[src/rtl/vga_game_pkg.sv]
// Shared definitions for the game front end: button bit positions,
// debounce FSM state encoding and the default debounce interval.
package vga_game_pkg;

  localparam int BTN_LEFT  = 0;
  localparam int BTN_RIGHT = 1;
  localparam int BTN_JUMP  = 2;

  // 10 ms at 100 MHz
  localparam int DEBOUNCE_CYCLES_DEF = 1000000;

  typedef enum logic [1:0] {
    DB_IDLE        = 2'd0,
    DB_ARM_PRESS   = 2'd1,
    DB_PRESSED     = 2'd2,
    DB_ARM_RELEASE = 2'd3
  } db_state_e;

endpackage

[src/rtl/debounce_fsm.sv]
// Single-button conditioner: 2-flop synchronizer, debounce FSM with a
// stable-time counter, and registered level / press / release outputs.
//
// state          | meaning
// ---------------+---------------------------------------------------
// DB_IDLE        | released and stable, waiting for sync=1
// DB_ARM_PRESS   | sync=1 seen, counting stable-high cycles
// DB_PRESSED     | pressed and stable, waiting for sync=0
// DB_ARM_RELEASE | sync=0 seen, counting stable-low cycles
module debounce_fsm
  import vga_game_pkg::*;
#(
  parameter int DEBOUNCE_CYCLES = DEBOUNCE_CYCLES_DEF,
  parameter int CNT_W           = 20
) (
  input  logic clk,
  input  logic rst,
  input  logic btn_raw,
  output logic btn_level,
  output logic btn_press,
  output logic btn_release
);

  localparam logic [CNT_W-1:0] CNT_MAX = CNT_W'(DEBOUNCE_CYCLES - 1);

  logic [1:0]       sync_q, sync_d;
  logic             sync;
  db_state_e        state_q, state_d;
  logic [CNT_W-1:0] cnt_q, cnt_d;
  logic             level_q, level_d;
  logic             press_q, press_d;
  logic             release_q, release_d;

  assign sync = sync_q[1];

  // Shift the raw input into the two-stage synchronizer.
  always_comb begin
    sync_d = {sync_q[0], btn_raw};
  end

  // Synchronizer flops.
  always_ff @(posedge clk or posedge rst) begin
    if (rst) sync_q <= '0;
    else     sync_q <= sync_d;
  end

  // Next-state, counter and output logic; outputs follow the next state so
  // the level and its edge pulse land on the same edge as the transition.
  always_comb begin
    state_d = state_q;
    cnt_d   = cnt_q;
    case (state_q)
      DB_IDLE: begin
        if (sync) begin
          state_d = DB_ARM_PRESS;
          cnt_d   = '0;
        end
      end
      DB_ARM_PRESS: begin
        if (!sync) begin
          state_d = DB_IDLE;
          cnt_d   = '0;
        end else if (cnt_q == CNT_MAX) begin
          state_d = DB_PRESSED;
          cnt_d   = '0;
        end else begin
          cnt_d = cnt_q + 1'b1;
        end
      end
      DB_PRESSED: begin
        if (!sync) begin
          state_d = DB_ARM_RELEASE;
          cnt_d   = '0;
        end
      end
      DB_ARM_RELEASE: begin
        if (sync) begin
          state_d = DB_PRESSED;
          cnt_d   = '0;
        end else if (cnt_q == CNT_MAX) begin
          state_d = DB_IDLE;
          cnt_d   = '0;
        end else begin
          cnt_d = cnt_q + 1'b1;
        end
      end
      default: begin
        state_d = DB_IDLE;
        cnt_d   = '0;
      end
    endcase
    level_d   = (state_d == DB_PRESSED) || (state_d == DB_ARM_RELEASE);
    press_d   = level_d & ~level_q;
    release_d = ~level_d & level_q;
  end

  // FSM state, counter and registered outputs.
  always_ff @(posedge clk or posedge rst) begin
    if (rst) begin
      state_q   <= DB_IDLE;
      cnt_q     <= '0;
      level_q   <= 1'b0;
      press_q   <= 1'b0;
      release_q <= 1'b0;
    end else begin
      state_q   <= state_d;
      cnt_q     <= cnt_d;
      level_q   <= level_d;
      press_q   <= press_d;
      release_q <= release_d;
    end
  end

  assign btn_level   = level_q;
  assign btn_press   = press_q;
  assign btn_release = release_q;

endmodule

[src/rtl/btn_conditioner.sv]
// Debounces the three game push-buttons (left, right, jump) independently;
// no arbitration between bits.
module btn_conditioner
  import vga_game_pkg::*;
#(
  parameter int DEBOUNCE_CYCLES = DEBOUNCE_CYCLES_DEF,
  parameter int CNT_W           = 20
) (
  input  logic       clk,
  input  logic       rst,
  input  logic [2:0] btn_raw,
  output logic [2:0] btn_level,
  output logic [2:0] btn_press,
  output logic [2:0] btn_release
);

  debounce_fsm #(.DEBOUNCE_CYCLES(DEBOUNCE_CYCLES), .CNT_W(CNT_W)) u_left (
    .clk         (clk),
    .rst         (rst),
    .btn_raw     (btn_raw[BTN_LEFT]),
    .btn_level   (btn_level[BTN_LEFT]),
    .btn_press   (btn_press[BTN_LEFT]),
    .btn_release (btn_release[BTN_LEFT])
  );

  debounce_fsm #(.DEBOUNCE_CYCLES(DEBOUNCE_CYCLES), .CNT_W(CNT_W)) u_right (
    .clk         (clk),
    .rst         (rst),
    .btn_raw     (btn_raw[BTN_RIGHT]),
    .btn_level   (btn_level[BTN_RIGHT]),
    .btn_press   (btn_press[BTN_RIGHT]),
    .btn_release (btn_release[BTN_RIGHT])
  );

  debounce_fsm #(.DEBOUNCE_CYCLES(DEBOUNCE_CYCLES), .CNT_W(CNT_W)) u_jump (
    .clk         (clk),
    .rst         (rst),
    .btn_raw     (btn_raw[BTN_JUMP]),
    .btn_level   (btn_level[BTN_JUMP]),
    .btn_press   (btn_press[BTN_JUMP]),
    .btn_release (btn_release[BTN_JUMP])
  );

endmodule

[config.mk]
export PLATFORM = sky130hd
export DESIGN_NAME = btn_conditioner
export DESIGN_NICKNAME = d
export VERILOG_FILES = /design/src/rtl/vga_game_pkg.sv /design/src/rtl/debounce_fsm.sv /design/src/rtl/btn_conditioner.sv
export SDC_FILE = /design/constraint.sdc
export NUM_CORES = 1
export LEC_CHECK = 0
export CORE_AREA = 3 3 124 150
export DETAILED_ROUTE_END_ITERATION = 10
export DIE_AREA = 0 0 127 153
export PLACE_DENSITY = 0.45
export REMOVE_ABC_BUFFERS = 1
export SYNTH_ARGS = -nofsm -noshare
export SYNTH_HDL_FRONTEND = slang
export SYNTH_HIERARCHICAL = 1
export SYNTH_SLANG_ARGS = --single-unit
[constraint.sdc]
create_clock -name clk -period 6.1 [get_ports clk]
set_clock_uncertainty 0.2 [all_clocks]
set_input_delay 1.22 -clock clk [delete_from_list [all_inputs] [get_ports clk]]
set_output_delay 1.22 -clock clk [all_outputs]
set_load 0.005 [all_outputs]
# Word-level counts from Yosys, hierarchy flattened
# Index checks and enable logic that the tools add are counted.
# op_classes
n_mul,0
n_div,0
shift,0
n_mux,39
n_lt_le_gt_ge,0
n_bitwise,12
eq_ne,24
n_reduce_logical,9
add_sub_neg,3
# op_table
op,n
$mux 20,15
$pmux 20 s4,3
$add 20x1->20 const B,3
$eq 20x20->1 const B,3
$mux 2,18
$eq 2x2->1 const B,12
$pmux 2 s4,3
$and 1x1->1,6
$eq 2x1->1 const B,3
$logic_not 2->1,3
$ne 2x1->1 const B,3
$ne 2x2->1 const B,3
$not 1->1,6
$reduce_and 2->1,3
$logic_or 1x1->1,3
# word_totals
out_inout_bits,9
rom_bits,0
mem_count,0
latch_bits,0
ram_bits,0
inputBits,5
elab_cells,105
regBits,81

# Logic depth before layout (Yosys ltp)
# depth
word_depth,8
depth_mapped,6
mapped_depth_nobuf,5

# Modules after synthesis
# The synthesis kept the hierarchy.
# modules_own_cells
mod,area_each_um2,seq_area_each_um2,cells_per_inst,n_inst
debounce_fsm,1435.1,675.6,141,3

# Least setup slack after synthesis
# Ideal clock, no wire load.
# synth_timing
path_type,register to register
start,reg u_jump.cnt_q[0]
end,reg u_jump.cnt_q[19]
setup_time_ps,137
t_arrival_ps,1765
required_ps,5763
path_slack_ps,3998
path_buffers,1
synth_period_minus_slack_ps,2102
path_stages_with_launch,7
path_cell_list,dfrtp_1 > ha_1 > nand3_1 > or4_4 > o21ai_4 > buf_6 > a22oi_2
# synth_between
elab_chain_cells,4
word_cells_on_any_way,6
classes_between,add/sub: 1; eq/ne: 1; mux: 4
# synth_lines
element,line,text
from (decl),debounce_fsm.sv:29,"logic [CNT_W-1:0] cnt_q, cnt_d;"
from (signal assigned),debounce_fsm.sv:107,cnt_q <= cnt_d;
$add 20x1->20 or $eq 20x20->1 (tied branches),n/a,
$mux 20 (*),"debounce_fsm.sv:63, debounce_fsm.sv:80",
$mux 20 (on tied branches),"debounce_fsm.sv:77, debounce_fsm.sv:60",
$pmux 20 s4 (*),debounce_fsm.sv:52,case (state_q)
# Every way passes the cells marked *; elsewhere a longest branch is shown, timed or not.
# A chain may end at the register's enable or synchronous reset.

# Worst setup path in the final report
# layout_timing
start,reg u_jump.level_q (netlist: u_jump/btn_level)
end,out btn_level[2]
# layout_rtl
element,line,text
from (decl),debounce_fsm.sv:30,"logic level_q, level_d;"
from (signal assigned),debounce_fsm.sv:108,level_q <= level_d;
to (decl),btn_conditioner.sv:12,"output logic [2:0] btn_level,"
# No word-level cell between the ends.

==> results.py <==
metrics = {
    "status": {
        "outcome": "finished clean",
    },
    "placed_design": {
        "port_buffers": 13,
        "place_inst": 641,
        "dp_hpwl_um": 6820,
        "gp_congestion": 0.764,
    },
    "floorplan": {
        "io_pins": 14,
        "design.core.area_um2": 17400,
        "start_util_pct": 24.8,
        "dieHeight_um": 153,
        "core.rowCount": 53,
        "die_x_um": 127,
        "die_area_um2": 19400,
    },
    "detailed_routing": {
        "drc_errors": 0,
        "vias": 3407,
        "drt-vias-per-instance": 5.19,
        "first_iter_violations": 300,
        "routedWlPerCell_um": 15.3,
        "antenna_left": 0,
        "drt_wl_total_um": 10100,
        "drt_first_pass_iters": 5,
    },
    "sta": {
        "worst-slew-pin-transition_ns": 1.07,
        "slew_viol_final": 0,
        "period_needed_ns": 2.70,
        "finalCritPeriodShare_pct": 44.3,
        "finalSetupViolCount": 0,
        "relSlewSlack_pct": 28.4,
        "holdWs_ns": 0.149,
        "setup_tns_ns": 0,
        "rsz0062_at_grt": "no",
        "hold_viol_final": 0,
        "fmax_mhz": 370,
    },
    "power_and_ir_drop": {
        "power_mw": 1.15,
        "power.leakage_nw": 1.94,
        "p_per_area_nw_per_um2": 234,
        "ir_drop_mv": 0.129,
    },
    "clock_tree": {
        "clock_latency_ns": 0.34,
        "cts_setup_buffers": 0,
        "cts_tree": "yes",
        "path_clk_slew_ns": 0.07,
        "cts_resized": 0,
        "root_buffer": "clkbuf_16",
        "postCtsHoldBufs": 0,
        "cts_buffer_depth": 2,
        "htreeDepth": 3,
        "clock-sinks": 81,
        "numCtsBuffers": 9,
    },
    "global_route": {
        "grt_pass1_vias": 3354,
        "grt.total_usage_pct": 10.6,
        "antenna_found_initial": 0,
        "grt_max_degree": 28,
        "grt_pass1_wl_um": 17000,
        "grt-ovfl-total": 0,
    },
    "yosys": {
        "yosys-top-cells-count": "dfrtp_1 (81), nand2_1 (33), a21oi_1 (24)",
        "syn_area_um2": 4310,
        "synth_top_area_share_pct": 47.1,
        "synthTopCellsByArea": "dfrtp_1 (47%), o31ai_1 (3.7%), xor2_1 (3.7%)",
        "synthMostInstantiatedCell": "dfrtp_1",
        "synthCells": 423,
        "ys_ff_latch": 81,
        "synthFlopType": "dfrtp_1",
        "yosysSeqAreaShare_pct": 47.1,
        "synth_edf_count": 0,
        "yosysTopAreaCell": "dfrtp_1",
        "async_flop_share_pct": 100,
        "syn_area_per_cell_um2": 10.2,
        "yosysUniqueCellTypes": 36,
        "yosysWarningCount": 6,
    },
    "min_path": {
        "hp-class": "reg2reg",
    },
    "setup_path": {
        "required_ns": 4.68,
        "critPathCaptureType": "primary output",
        "cp.arrival_ns": 1.28,
        "path_buf_inv": 1,
        "critPathLaunchType": "register",
        "slowest_delay_ns": 0.53,
        "crit_chain": "clkdlybuf4s50_1",
        "worstSetupPathType": "reg2out",
        "cp_max_fo": 3,
        "slowest_stage": "clkdlybuf4s50_1",
        "crit_family": "buffers and inverters",
    },
    "finish": {
        "top_regs": "u_jump/cnt_q: 20 flops, u_left/cnt_q: 20 flops, u_right/cnt_q: 20 flops",
        "fin_cells": 657,
        "fillers": 1812,
        "final_core_util_pct": 28.3,
        "num_antenna_cells": 0,
        "nets": 440,
        "final_layout_size_suffix_gt1_share_pct": 9.15,
        "area_growth_pct": 14.4,
    },
    "job": {
        "cap_violations": 0,
    },
}
-- stage by stage --
| stage | setup slack, ns | cell area (µm²) |
|---|---|---|
| 2_1_floorplan | 3.96 | 4220 |
| 3_3_place_gp | 3.26 | 4620 |
| 3_5_place_dp | 3.22 | 4620 |
| 4_1_cts | 3.37 | 4920 |
| 5_1_grt | 3.34 | 4920 |
| 6_report | 3.40 | 4920 |
-- per-layer routing --
layer  share of wire [%]  vias up  track usage [%]
met1                  49     1696             14.0
met3                 2.2        2             2.20
met4                0.63        0             3.27
li1                    -     1664                -
met2                  48       45             17.5
met5                   0        -                0
-- kinds of logic (layout without fill, tap and decap cells) --
family,after synthesis,in the layout,synth area share [%]
AOI/OAI and AO/OA,132,132,23.0
xor gates and xnor gates,18,18,3.66
adders and majority gates,3,3,0.872
buffers and inverters,36,50,3.92
DFF,81,81,47.1
and+or+nand+nor,153,153,21.4
-- worst paths after layout --
| kind | start | endpoint | slack, ns | cells after the start |
|---|---|---|---|---|
| worst max-delay path | u_jump/btn_level | btn_level[2] | 3.40 | 1 |
| worst min-delay path | u_left/sync_q[0] | u_left/sync_q[1] | 0.15 | 0 |
| worst max register to register | u_right/state_q[1] | u_right/cnt_q[16] | 3.58 | 4 |
| worst min register to register | u_left/sync_q[0] | u_left/sync_q[1] | 0.15 | 0 |
| max in group asynchronous | rst | u_right/sync_q[1] | 3.68 | 2 |
| min in group asynchronous | rst | u_left/cnt_q[8] | 1.35 | 2 |
-- where the power goes --
| part | internal (mW) | switching [mW] |
|---|---|---|
| registers | 0.543 | 0.00863 |
| clock network | 0.321 | 0.232 |
| logic | 0.0103 | 0.0357 |
-- area by class of cell --
type                            count  area [µm²]  area share, %
Clock buffer                        9         225           4.57
Clock inverter                      7        77.6           1.58
Inverter                           21        78.8           1.60
Multi-Input combinational cell    306        2110           42.8
Sequential cell                    81        2030           41.2
Tap cell                          220         275           5.59
Timing Repair Buffer               13         130           2.64
-- cells in the final DEF (no fill, tap or decap), drive strengths merged, types with 6 or more instances in the layout --
master / n
xor2: 18
and4: 15
or4: 21
and2: 6
nor4: 9
nor2: 9
o21ai: 33
o2111ai: 6
dfrtp: 81
nand4: 12
or3: 9
nand2: 33
and3: 9
o211ai: 9
clkbuf: 9
inv: 23
o31ai: 24
nand3: 15
a21oi: 24
a22oi: 27
clkdlybuf4s50: 13
Note: power is estimated with default switching activity, not from simulation.
